## config.mk

```make
export PLATFORM = sky130hd
export DESIGN_NAME = issue_scoreboard
export DESIGN_NICKNAME = d
export VERILOG_FILES = /design/src/rtl/issue_scoreboard.sv
export SDC_FILE = /design/constraint.sdc
export NUM_CORES = 1
export LEC_CHECK = 0
export ABC_AREA = 1
export ABC_CLOCK_PERIOD_IN_PS = 20200
export CELL_PAD_IN_SITES_DETAIL_PLACEMENT = 0
export CELL_PAD_IN_SITES_GLOBAL_PLACEMENT = 2
export CORE_MARGIN = 5
export CORE_UTILIZATION = 36
export CTS_CLUSTER_SIZE = 40
export DETAILED_ROUTE_END_ITERATION = 7
export GPL_TIMING_DRIVEN = 0
export PLACE_DENSITY_LB_ADDON = 0.1
export SETUP_SLACK_MARGIN = 0.5
export SLEW_MARGIN = 20
export SYNTH_ARGS = -nofsm -noshare
export SYNTH_HDL_FRONTEND = slang
export SYNTH_SLANG_ARGS = --single-unit
export TNS_END_PERCENT = 5
```

## constraint.sdc

```tcl
create_clock -name clock_i -period 20.2 [get_ports clock_i]
set_input_delay 5.05 -clock clock_i [delete_from_list [all_inputs] [get_ports clock_i]]
set_output_delay 5.05 -clock clock_i [all_outputs]
set_load 0.02 [all_outputs]
```

## src/rtl/issue_scoreboard.sv

```systemverilog
// issue_scoreboard: dual-lane pending-write scoreboard; lanes A/B decode in, wb ports retire, issue/stall/busy/outstanding out
module issue_scoreboard #(
  parameter int PEND_W = 2
) (
  input  logic              clock_i,
  input  logic              reset_i,
  input  logic              issue_ready_i,
  input  logic              flush_i,
  input  logic              A_valid_i,
  input  logic [4:0]        A_rs1_addr_i,
  input  logic [4:0]        A_rs2_addr_i,
  input  logic [4:0]        A_rd_addr_i,
  input  logic              A_rs1_used_i,
  input  logic              A_rs2_used_i,
  input  logic              A_rd_write_i,
  input  logic              B_valid_i,
  input  logic [4:0]        B_rs1_addr_i,
  input  logic [4:0]        B_rs2_addr_i,
  input  logic [4:0]        B_rd_addr_i,
  input  logic              B_rs1_used_i,
  input  logic              B_rs2_used_i,
  input  logic              B_rd_write_i,
  input  logic [4:0]        A_wb_rd_addr_i,
  input  logic [4:0]        B_wb_rd_addr_i,
  input  logic              A_wb_write_i,
  input  logic              B_wb_write_i,
  output logic              A_issue_o,
  output logic              B_issue_o,
  output logic              stall_o,
  output logic [31:0]       busy_o,
  output logic [PEND_W+4:0] outstanding_o
);
  localparam logic [PEND_W+1:0] MAX = (PEND_W+2)'((1 << PEND_W) - 1);
  logic [31:0][PEND_W-1:0] cnt_q, cnt_d;
  logic a_wr, b_wr, raw_a, raw_b, a_full, intra, same_rd, b_cap_ok;
  assign a_wr = A_rd_write_i && A_rd_addr_i != 5'd0;
  assign b_wr = B_rd_write_i && B_rd_addr_i != 5'd0;
  assign raw_a = (A_rs1_used_i && cnt_q[A_rs1_addr_i] != '0) || (A_rs2_used_i && cnt_q[A_rs2_addr_i] != '0);
  assign raw_b = (B_rs1_used_i && cnt_q[B_rs1_addr_i] != '0) || (B_rs2_used_i && cnt_q[B_rs2_addr_i] != '0);
  assign a_full = a_wr && (PEND_W+2)'(cnt_q[A_rd_addr_i]) == MAX;
  assign intra = a_wr && ((B_rs1_used_i && B_rs1_addr_i == A_rd_addr_i) || (B_rs2_used_i && B_rs2_addr_i == A_rd_addr_i));
  assign same_rd = a_wr && A_rd_addr_i == B_rd_addr_i;
  assign b_cap_ok = !b_wr || (PEND_W+2)'(cnt_q[B_rd_addr_i]) + (PEND_W+2)'(1) + (PEND_W+2)'(same_rd) <= MAX;
  assign A_issue_o = A_valid_i && issue_ready_i && !flush_i && !reset_i && !raw_a && !a_full;
  assign B_issue_o = A_issue_o && B_valid_i && !raw_b && !intra && b_cap_ok;
  assign stall_o = A_valid_i && !A_issue_o;
  assign cnt_d[0] = '0;
  assign busy_o[0] = 1'b0;
  for (genvar r = 1; r < 32; r++) begin : g_reg
    localparam logic [4:0] R = 5'(r);
    logic [PEND_W+1:0] cur, up, dn;
    assign cur = (PEND_W+2)'(cnt_q[r]);
    assign up = (PEND_W+2)'(A_issue_o && a_wr && A_rd_addr_i == R) + (PEND_W+2)'(B_issue_o && b_wr && B_rd_addr_i == R);
    assign dn = (PEND_W+2)'(A_wb_write_i && A_wb_rd_addr_i == R) + (PEND_W+2)'(B_wb_write_i && B_wb_rd_addr_i == R);
    assign cnt_d[r] = flush_i ? '0 : PEND_W'((dn > cur ? '0 : cur - dn) + up);
    assign busy_o[r] = cnt_q[r] != '0;
  end
  always_comb begin
    outstanding_o = '0;
    for (int i = 1; i < 32; i++) outstanding_o = outstanding_o + (PEND_W+5)'(cnt_q[i]);
  end
  always_ff @(posedge clock_i or posedge reset_i)
    if (reset_i) cnt_q <= '0;
    else cnt_q <= cnt_d;
endmodule

```

# After elaboration in Yosys (flattened, before gate mapping)
# Cells that the tools add are included.
[classes]
eq_ne = 128
n_mux = 74
n_reduce_logical = 196
addsub = 156
n_lt_le_gt_ge = 38
[ops]
columns = ["operator", "n"]
rows = [
  ["5-bit == test (second input constant)", 64],
  ["7-bit by 2-bit adder with 7-bit output", 25],
  ["5-bit by 4-bit == test with 1-bit output (second input constant)", 32],
  ["1-bit logical AND", 147],
  ["2-bit two-way mux", 68],
  ["1-bit by 1-bit adder with 2-bit output", 62],
  ["5-bit by 3-bit == test with 1-bit output (second input constant)", 16],
  ["2-bit nonzero test", 35],
  ["2-bit adder", 31],
  ["2-bit greater-than comparator", 31],
  ["2-bit subtractor", 31],
  ["2-bit binary-select mux with 5-bit select", 6],
  ["5-bit by 2-bit == test with 1-bit output (second input constant)", 8],
  ["5-bit by 6-bit < comparator with 1-bit output (second input constant)", 6],
  ["5-bit by 1-bit == test with 1-bit output (second input constant)", 4],
  ["5-bit == test", 3],
  ["5-bit nonzero test", 2],
  ["1-bit zero test", 8],
  ["6-bit by 2-bit adder with 7-bit output", 1],
  ["5-bit by 2-bit adder with 6-bit output", 1],
  ["4-bit by 2-bit adder with 5-bit output", 1],
  ["3-bit by 1-bit adder with 4-bit output", 1],
  ["3-bit by 2-bit adder with 4-bit output", 1],
  ["4-bit by 2-bit less-or-equal comparator with 1-bit output (second input constant)", 1],
  ["4 further kinds", 7],
]
[totals]
word_cells = 623
register_bits = 62
out_inout_bits = 42

# Depth between registers and ports, before layout
[depth]
ltp_word = 30
mapped_depth = 21
depth_no_buf = 21

# Least setup slack after synthesis
# No wires, ideal clock.
[synth_path]
kind = "in2out"
from = "input A_rd_addr_i[0]"
to = "output stall_o"
n_path_buf = 2
arrival_time_ns = 6.446
path_stages = 13
setup_slack_ns = 8.704
cell_sequence = "buf_6 > buf_4 > o21ai_0 > nand2_1 > nand2_1 > nand2_1 > nand2_1 > o21ai_0 > nand2_1 > nand2_1 > nor2_2 > nor2_8 > nor2_1"
[synth_via]
elab_chain_cells = 8
[synth_lines]
columns = ["item", "line_no", "rtl"]
rows = [
  ["start, declared", "12", "input logic [4:0] A_rd_addr_i,"],
  ["2-bit binary-select mux with 5-bit select", "40", "assign a_full = a_wr && (PEND_W+2)'(cnt_q[A_rd_addr_i]) == MAX;"],
  ["2-bit two-way mux (not written as such)", "40", ""],
  ["2-bit == test", "40", ""],
  ["1-bit logical AND (*)", "40", ""],
  ["1-bit zero test (*)", "44", "assign A_issue_o = A_valid_i && issue_ready_i && !flush_i && !reset_i && !raw_a && !a_full;"],
  ["1-bit logical AND (*)", "44", ""],
  ["named net A_issue_o", "27", "output logic A_issue_o,"],
  ["1-bit zero test (*)", "46", "assign stall_o = A_valid_i && !A_issue_o;"],
  ["1-bit logical AND (*)", "46", ""],
  ["end, declared", "29", "output logic stall_o,"],
]
# Mark *: on every way through the listed nets, which the timed path passes. The rest lies on a longest branch. The select of a mux whose other input is x is not followed.

# Worst setup path in the final report
[layout_path]
from = "input B_rd_addr_i[1]"
to = "output B_issue_o"
[layout_via]
elab_chain_cells = 7
[layout_lines]
columns = ["item", "line_no", "rtl"]
rows = [
  ["start, declared", "19", "input logic [4:0] B_rd_addr_i,"],
  ["2-bit binary-select mux with 5-bit select", "43", "assign b_cap_ok = !b_wr || (PEND_W+2)'(cnt_q[B_rd_addr_i]) + (PEND_W+2)'(1) + (PEND_W+2)'(same_rd) <= MAX;"],
  ["2-bit two-way mux (not written as such)", "43", ""],
  ["2-bit by 1-bit adder with 3-bit output", "43", ""],
  ["3-bit by 1-bit adder with 4-bit output", "43", ""],
  ["4-bit by 2-bit less-or-equal comparator with 1-bit output", "43", ""],
  ["1-bit logical OR (*)", "43", ""],
  ["1-bit logical AND (*)", "45", "assign B_issue_o = A_issue_o && B_valid_i && !raw_b && !intra && b_cap_ok;"],
  ["end, declared", "28", "output logic B_issue_o,"],
]
# Every way passes the cells marked *; elsewhere a longest branch is shown, timed or not. The select of a mux whose other input is x is not followed.

==> results.yml <==
critical_path:
  criticalPathCategory: "in -> out"
  arrival_ns: 7.98
  path_max_fanout: 10
  cp_data_required_time_ns: 15.15
  cp-end-kind: "primary output"
  start_kind: "input pin"
placed_design:
  gp_congestion: 0.9625
  port-buffer-count: 87
  place_inst: 2065
  placed_cell_area_um2: 12080
  dp_hpwl_um: 38190
  dp_slack_ns: 7.203
pwr:
  p_seq_share_pct: 26.1
  cellPowerDensity_nw_per_um2: 42.00
  p_comb_share_pct: 39.8
  swShare_pct: 39.84
  p_clk_share_pct: 34.1
  p_total_mw: 0.5208
  p_leak_nw: 6.187
  ir_drop_mv: 0.04227
  p_sw_mw: 0.2074
  internal_power_mw: 0.3133
yosys:
  synthCells: 1587
  synthMostInstantiatedCell: "nand2_1"
  synth_cell_types: 36
  netlist_area_um2: 10690
  ys_top_cells_by_count: "nand2_1 (329), inv_1 (302), nor2_1 (290), nand3_1 (130), fa_1 (119)"
  synth_compound_area_share_pct: 6.041
  async_flop_share_pct: 100.0
  ys_seq_area_share_pct: 14.52
  syn_nets: 1834
  yosys_warnings: 0
  synth_top_area_share_pct: 22.29
  yosysTopAreaCell: "fa_1"
  synth_xor_area_share_pct: 1.229
  synth_top_family_by_area: "simple AND/OR/NAND/NOR gates"
  syn_area_per_cell_um2: 6.735
  synthSimpleGateAreaFrac_pct: 33.80
  synthAdderAreaFrac_pct: 30.95
  synth_area_leaders: "fa_1 (22%), dfrtp_1 (15%), nand2_1 (12%)"
  synth-seq-cells: 62
  synth_edf_count: 0
  synth_mux_area_share_pct: 0
  yosys_most_used_dff: "dfrtp_1"
clocking:
  cts_buffer_depth: 2
  cts_inserted_buffers: 9
  cts.sinks: 62
  clk_pin_slew_worst_paths_ns: 0.06
  cts_hold_buf: 0
  cts_tree: "yes"
  clock_latency_ns: 0.36
  cts_resized: 0
  post_cts_buffers: 0
  ctsHtreeMaxLevel: 3
  clockRootBuffer: "clkbuf_16"
route:
  drtIter0Drc: 793
  final_antenna_net_count: 0
  routedWlPerCell_um: 22.64
  route.detailed.drc: 0
  vias: 10720
  avgViaCountPerCell: 5.150
  dr.pass1.iters: 7
  routed_wl_um: 47110
timing:
  final.setup_skew_ns: 0.01292
  worst_pin_slew_ns: 1.111
  setup_viol: 0
  slew_headroom_pct: 25.66
  setup_slack_ns: 7.173
  drv_slew: 0
  fin_crit_sh_pct: 64.49
  layout_min_cycle_time_ns: 13.03
  hold_viol: 0
  fmax_mhz: 76.76
  fin_hold_ws_ns: 0.8195
  rsz0062_at_grt: "no"
  tns_ns: 0
global_route:
  grt_pass1_wl_um: 69960
  track_usage_pct: 28.65
  grt.overflow.total: 0
  top_usage_layer: "met2"
  grt_pass1_vias: 10580
  met3_usage_pct: 4.465
  grt_util_met1_pct: 39.57
  antenna_found_initial: 0
  grt_max_degree: 48
  grt.met2_usage_pct: 45.35
cells_and_area:
  top_register: "cnt_q"
  multi_input_comb_area_um2: 7701
  antennaDiodeCount: 0
  final_nets: 1933
  final_layout_size_suffix_gt1_share_pct: 5.322
  post-route-cell-area_um2: 12400
  largest_reg_flops: 62
  finish.utilization_pct: 42.06
  layout.cells.non_filler: 2081
  area_growth_pct: 16.02
  fillCellCount: 3174
  top_regs: "cnt_q (62)"
  register_area_um2: 1551
floorplanning:
  rows: 63
  dieArea_um2: 33230
  die_w_um: 182.3
  io_pins: 96
  die_h_um: 182.3
  coreArea_um2: 29480
  start_util_pct: 36.25
flow_run:
  drv_cap: 0
run_status:
  outcome: "finished clean"
hold_path:
  holdCritPathClass: "reg -> reg"
==> power groups by stage <==
| stage | logic (mW) | registers [mW] | clock network, mW |
|---|---|---|---|
| 2_1_floorplan | 0.129 | 0.133 | 0 |
| 3_3_place_gp | 0.204 | 0.138 | 0 |
| 3_5_place_dp | 0.208 | 0.138 | 0 |
| 4_1_cts | 0.209 | 0.136 | 0.181 |
| 5_1_grt | 0.230 | 0.136 | 0.187 |
| 6_report | 0.207 | 0.136 | 0.178 |
==> cells in the final DEF, fill, tap and decap left out, types with 3 or more instances in the layout <==
cell type	count
xnor2_1	7
nor2_2	24
inv_2	7
clkinv_1	4
nor3_1	8
o21ai_0	41
a21oi_1	70
nor3b_1	28
clkdlybuf4s50_1	87
nand3_2	3
buf_2	10
nor2_1	290
xor2_1	8
ha_1	74
nand4_1	12
buf_4	9
o21ai_1	4
o22ai_1	4
nand2_1	329
nor2_4	5
dfrtp_1	62
inv_1	301
nand2_2	3
buf_6	8
fa_1	119
clkbuf_1	14
clkbuf_16	9
nand3_1	130
==> layout make-up <==
cell class                 instances  share of cell area, %
multi-input combinational       1171                  62.11
sequential                        62                  12.51
inverter                         313                  9.495
timing repair buffer              88                  7.245
tap                              390                  3.935
buffer                            41                  2.099
clock buffer                       9                  1.816
clock inverter                     7                 0.7871
==> cell families (layout without fill, tap and decap cells) <==
group / count (synthesis) / in the layout
buffers and inverters: 354 / 458
and+or+nand+nor: 837 / 837
AOI/OAI and AO/OA: 125 / 125
xor gates and xnor gates: 15 / 15
adders and majority gates: 193 / 193
DFF: 62 / 62
other: 1 / 1
==> metal layers <==
layer  share of wire, %  wire length, µm
met2                 45            21030
met1                 44            20580
met3                7.3             3419
met4                4.4             2084
met5                  0                0
==> critical path: stages <==
cell and delay, ns:
clkdlybuf4s50_1 0.53, buf_4 0.25, nor2_2 0.23, buf_2 0.35
nand2_1 0.09, nand4_1 0.08, nand2_1 0.08, nand2_1 0.06
o21ai_0 0.16, nand3_1 0.15, nor2_1 0.06, nor2_2 0.12
and2_1 0.13, clkdlybuf4s50_1 0.61
==> worst paths after layout <==
path,start,end,slack (ns),cells after the start
max in group asynchronous,reset_i,cnt_q[25],14.58,3
worst min register to register,cnt_q[13],cnt_q[13],0.82,3
min in group asynchronous,reset_i,cnt_q[33],5.02,2
worst max-delay path,B_rd_addr_i[1],B_issue_o,7.17,14
worst max register to register,cnt_q[11],cnt_q[46],16.65,15
worst min-delay path,cnt_q[13],cnt_q[13],0.82,3
Power figures use the tool's default switching activity.
